**src/rtl/hack_alu_seq.sv**
```systemverilog
// hack_alu_seq: multi-cycle sequencer for one Hack CPU instruction at a time.
// The ALU is external: this block drives its operands and control bits during EXEC
// and captures the result and flags on the EXEC clock edge.
//
// Ports:
//   clock, reset_n            rising-edge clock, asynchronous active-low reset
//   instr, instr_valid,
//   instr_ready               instruction handshake (accepted only in IDLE)
//   alu_x, alu_y,
//   zx, nx, zy, ny, f, no     ALU drive (all zero outside EXEC)
//   alu_out, zr, ng           ALU return
//   mem_addr, mem_wdata,
//   mem_rdata, mem_req,
//   mem_we, mem_ack           data memory port (read in FETCHM, write in WRITEM)
//   pc, a_reg, d_reg, done    architectural state, one-cycle retire pulse
//
// Build option: define HACK_ALU_SEQ_MEM_WAIT_EN to make FETCHM and WRITEM wait for
// mem_ack. Without it each memory state lasts one cycle, mem_ack is ignored and
// mem_rdata must be valid in the same cycle as mem_req.
module hack_alu_seq (
   input  logic        clock,
   input  logic        reset_n,
   // instruction handshake
   input  logic [15:0] instr,
   input  logic        instr_valid,
   output logic        instr_ready,
   // ALU drive
   output logic [15:0] alu_x,
   output logic [15:0] alu_y,
   output logic        zx,
   output logic        nx,
   output logic        zy,
   output logic        ny,
   output logic        f,
   output logic        no,
   // ALU return
   input  logic [15:0] alu_out,
   input  logic        zr,
   input  logic        ng,
   // memory
   output logic [14:0] mem_addr,
   output logic [15:0] mem_wdata,
   input  logic [15:0] mem_rdata,
   output logic        mem_req,
   output logic        mem_we,
   input  logic        mem_ack,
   // status
   output logic [14:0] pc,
   output logic [15:0] a_reg,
   output logic [15:0] d_reg,
   output logic        done
);

   typedef enum logic [2:0] {
      StIdle   = 3'd0,
      StFetchm = 3'd1,
      StExec   = 3'd2,
      StWritem = 3'd3,
      StRetire = 3'd4
   } state_e;

   state_e      state_q, state_d;

   logic [15:0] ir;
   logic [15:0] m;
   logic [15:0] a_old;
   logic [15:0] res_q;
   logic        zr_q;
   logic        ng_q;
   logic        mem_go;
   logic        jump;

`ifdef HACK_ALU_SEQ_MEM_WAIT_EN
   assign mem_go = mem_ack;
`else
   // Memory states always complete in one cycle; the ack input is deliberately unused.
   logic unused_mem_ack;
   assign unused_mem_ack = mem_ack;
   assign mem_go         = 1'b1;
`endif

   // Jump condition from the flags captured at the end of EXEC.
   assign jump = (ir[2] & ng_q) | (ir[1] & zr_q) | (ir[0] & ~zr_q & ~ng_q);

   // State register
   always_ff @(posedge clock or negedge reset_n) begin
      if (!reset_n) begin
         state_q <= StIdle;
      end else begin
         state_q <= state_d;
      end
   end

   // Next-state logic; decode uses instr directly in IDLE since ir loads on that edge.
   always_comb begin
      state_d = state_q;
      unique case (state_q)
         StIdle: begin
            if (instr_valid) begin
               if (!instr[15])     state_d = StRetire;
               else if (instr[12]) state_d = StFetchm;
               else                state_d = StExec;
            end
         end
         StFetchm: if (mem_go) state_d = StExec;
         StExec:   state_d = ir[3] ? StWritem : StRetire;
         StWritem: if (mem_go) state_d = StRetire;
         StRetire: state_d = StIdle;
         default:  state_d = StIdle;
      endcase
   end

   // Output logic
   always_comb begin
      instr_ready = 1'b0;
      alu_x       = 16'h0000;
      alu_y       = 16'h0000;
      {zx, nx, zy, ny, f, no} = 6'b000000;
      mem_addr    = 15'h0000;
      mem_wdata   = 16'h0000;
      mem_req     = 1'b0;
      mem_we      = 1'b0;
      done        = 1'b0;
      unique case (state_q)
         // Gated by reset_n so ready reads 0 while reset is held.
         StIdle: instr_ready = reset_n;
         StFetchm: begin
            mem_req  = 1'b1;
            mem_addr = a_reg[14:0];
         end
         StExec: begin
            {zx, nx, zy, ny, f, no} = ir[11:6];
            alu_x = d_reg;
            alu_y = ir[12] ? m : a_reg;
         end
         StWritem: begin
            mem_req   = 1'b1;
            mem_we    = 1'b1;
            mem_addr  = a_old[14:0];
            mem_wdata = res_q;
         end
         StRetire: done = 1'b1;
         default: ;
      endcase
   end

   // Datapath registers
   always_ff @(posedge clock or negedge reset_n) begin
      if (!reset_n) begin
         pc    <= 15'h0000;
         a_reg <= 16'h0000;
         d_reg <= 16'h0000;
         ir    <= 16'h0000;
         m     <= 16'h0000;
         a_old <= 16'h0000;
         res_q <= 16'h0000;
         zr_q  <= 1'b0;
         ng_q  <= 1'b0;
      end else begin
         if (state_q == StIdle && instr_valid) begin
            ir <= instr;
         end
         if (state_q == StFetchm && mem_go) begin
            m <= mem_rdata;
         end
         // a_old holds the A value seen by this instruction: M address and jump target.
         if (state_d == StExec && state_q != StExec) begin
            a_old <= a_reg;
         end
         if (state_q == StExec) begin
            res_q <= alu_out;
            zr_q  <= zr;
            ng_q  <= ng;
            if (ir[5]) a_reg <= alu_out;
            if (ir[4]) d_reg <= alu_out;
         end
         if (state_q == StRetire) begin
            if (!ir[15]) begin
               a_reg <= ir;
               pc    <= pc + 15'd1;
            end else begin
               pc <= jump ? a_old[14:0] : pc + 15'd1;
            end
         end
      end
   end

endmodule

```
**config.mk**
```make
export PLATFORM = sky130hd
export DESIGN_NAME = hack_alu_seq
export DESIGN_NICKNAME = d
export VERILOG_FILES = /design/src/rtl/hack_alu_seq.sv
export SDC_FILE = /design/constraint.sdc
export NUM_CORES = 1
export LEC_CHECK = 0
export BUFFER_PORTS_ARGS = -buffer_cell sky130_fd_sc_hd__clkbuf_2
export CAP_MARGIN = 30
export CORE_MARGIN = 1
export CORE_UTILIZATION = 47
export CTS_CLUSTER_SIZE = 10
export DETAILED_ROUTE_END_ITERATION = 10
export PLACE_DENSITY = 0.77
export SLEW_MARGIN = 10
export SYNTH_ARGS = -nofsm -noshare
export SYNTH_HDL_FRONTEND = slang
export SYNTH_SLANG_ARGS = --single-unit
```
**constraint.sdc**
```tcl
create_clock -name clock -period 1.8 [get_ports clock]
set_clock_uncertainty 0.05 [all_clocks]
set_input_delay 0.45 -clock clock [delete_from_list [all_inputs] [get_ports clock]]
set_output_delay 0.45 -clock clock [all_outputs]
set_load 0.05 [all_outputs]
```
==> impl_metrics.toml <==
[clock_tree]
cts.sinks = 115
clock_latency_ns = 0.42
cts-root-buf = "clkbuf_16"
cts_tree = "built"
htree_levels = 4
cts_buffers = 17
clk_pin_slew_worst_paths_ns = 0.06
cts.path.max_buffers = 2

[floorplanning]
ios = 174
dieArea_um2 = 12600
chipWidth_um = 112
dieHeight_um = 112
core_um2 = 11600
num_rows = 39
start_util = 0.490

[finish]
area_growth_pct = 77.9
fillers = 437
drive_above_1_share = 0.652
finalNetCount = 827
final_util = 0.872
diodes = 0

[yosys]
synth-xor-area-share = 0
synth_nets = 589
synth_mux_area_frac = 0.227
yosys.area.top_type = "dfrtp_1"
postSynthCellCount = 534
synth_cell_types = 41
syn_avg_cell_area_um2 = 10.7
ys_ff_latch = 115
synth_edf_count = 0
synth_warnings = 0
synth-compound-area-share = 0.0569
synth_area_leaders = "dfrtp_1 (51%), mux2_2 (12%), mux2i_1 (10%)"
ys_seq_area_frac = 0.506
synth.top_cell.area_share = 0.506
synth_top_family_by_area = "multiplexers"
synthArstFlopShare = 1.00
synth_ff_type = "dfrtp_1"
syn_area_um2 = 5690
synthAdderAreaFrac = 0.00220
synthSimpleGateAreaFrac = 0.173

[setup_path]
slowest_stage = "dfrtp_2"
crit_chain = "buf_6 > buf_6 > nor3_4 > buf_4 > and2_4 > buf_12"
crit_fanout = 4
start_kind = "flip-flop"
critical-path-top-cell-by-count = "buf_6"
cp.required_ns = 1.30
worstPathArrival_ns = 1.73
end_kind = "output port"
max_stage_delay_ns = 0.46
path_class = "reg -> out"

[routing]
wl_per_cell_um = 27.9
drt-initial-drc-count = 735
firstDrtPassIters = 10
ant_nets = 0
vias_per_cell = 6.35
vias = 5896
drc = 4
drt_wl_total_um = 25900

[sta]
setup_tns_ns = -38.97
rsz0062_at_grt = "yes"
fmax_mhz = 449
timing.final.crit_period_ns = 2.23
slew_violations = 0
finalSetupViolations = 170
slew-limit-headroom = 0.537
worst_pin_slew_ns = 0.694
min_period_over_period = 1.24
hold_viol = 0
fin_ws_ns = -0.426

[placement]
port_buffers = 172
gp_congestion = 0.945
place_hpwl_um = 11600

[grt]
grt_pass1_vias = 5991
gr-total-overflow = 0
grt_max_degree = 116
grtUsageTotal = 0.356
grt_pass1_wl_um = 33700
antenna_found_initial = 0

[run]
maxCapViolations = 0

[outcome]
violations = "DRC, setup timing"
status = "complete, but fails checks"

[power_and_ir_drop]
peakVddDrop_mv = 1.66
p_per_area_nw_per_um2 = 2190
p_leak_nw = 4.60

[hold_path]
hold_path_class = "in -> async"
==> layout make-up <==
class / instances / area, µm² / share of cell area
Timing Repair Buffer: 257 / 2930 / 0.289
Clock inverter: 14 / 139 / 0.0137
Multi-Input combinational cell: 375 / 3510 / 0.346
Sequential cell: 115 / 2900 / 0.286
Tap cell: 143 / 179 / 0.0177
Clock buffer: 18 / 439 / 0.0434
Inverter: 6 / 30.0 / 0.00297
==> worst max-delay path, delay by kind of cell, from the launching register on <==
family | cells | cell delay [ns]
buf+inv | 4 | 0.53
flops | 1 | 0.46
simple gates | 2 | 0.33
==> kinds of logic after synthesis <==
logic type / after synthesis
AND/OR/NAND/NOR: 204
multiplexers: 121
flip-flops: 115
AO/OA/AOI/OAI: 49
buffers and inverters: 44
adder cells (fa/ha/maj): 1
==> power breakdown <==
group          leakage [nW]  switching (mW)  internal (mW)
Clock                 0.269            1.34           2.06
Combinational          2.96            7.59           5.60
Sequential             1.37            1.70           3.92
Total                  4.60            10.6           11.6
==> cells in the mapped netlist (all sizes together), types with 3 or more instances <==
| library cell | instances |
|---|---|
| and3 | 18 |
| nor2 | 39 |
| a21oi | 13 |
| dfrtp | 115 |
| mux2i | 58 |
| buf | 20 |
| inv | 6 |
| a2bb2oi | 12 |
| and4 | 3 |
| or3 | 4 |
| nand2 | 83 |
| o21ai | 18 |
| clkbuf | 18 |
| mux2 | 63 |
| nand4 | 8 |
| and2 | 27 |
| nand3 | 12 |
==> placed cells by master, fill, tap and decap left out, types with 12 or more instances in the layout <==
cell type	count
buf_4	34
buf_12	34
mux2_2	17
clkbuf_2	96
mux2i_1	38
dfrtp_2	17
buf_8	27
buf_6	28
nor2_4	28
clkbuf_16	41
dfrtp_1	98
and3_4	16
and2_4	17
mux2i_2	16
mux2_4	46
clkbuf_8	12
nand2_1	76
==> layer usage <==
metal | track usage | wire length [µm] | vias to the layer above
li1 | - | - | 2332
met1 | 0.401 | 9290 | 2925
met2 | 0.624 | 12700 | 490
met3 | 0.0767 | 2250 | 149
met4 | 0.211 | 1630 | 0
met5 | 0 | 0 | -
==> worst paths after layout <==
check,slack (ns),end,depth (start not counted),from
min,0.03,a_old[1]$_DFFE_PN0P_,2,reset_n
max in group asynchronous,1.04,pc[8]$_DFFE_PN0P_,2,reset_n
min in group clock,0.20,zr_q$_DFFE_PN0N_,3,zr
min reg2reg,0.46,res_q[0]$_DFFE_PN0N_,2,res_q[0]$_DFFE_PN0N_
max,-0.43,instr_ready,6,state_q[2]$_DFF_PN0_
max reg2reg,-0.34,a_reg[7]$_DFF_PN0_,8,state_q[2]$_DFF_PN0_
==> per-stage QoR <==
stage          hold WS (ns)  worst slack (ns)  std cells  power [mW]  instance area [µm²]
2_1_floorplan         0.104            -0.145        534        11.6                 6000
3_3_place_gp          0.404           -0.0751        863        14.4                 7660
3_5_place_dp          0.405            -0.121        863        14.8                 7660
4_1_cts               0.143            -0.405        912        19.7                 9500
5_1_grt               0.163            -0.457        928        22.7                10100
6_report             0.0337            -0.426        928        22.2                10100
==> timing repair <==
item,4_1_cts,5_1_grt
endpoints found under the setup margin,126,166
endpoints found under the hold margin,0,0
gates resized for setup,232,153
gates cloned,5,5
hold buffers,0,0
buffers inserted,12,17
pin swaps,17,16
Note: power is estimated with default switching activity, not from simulation.
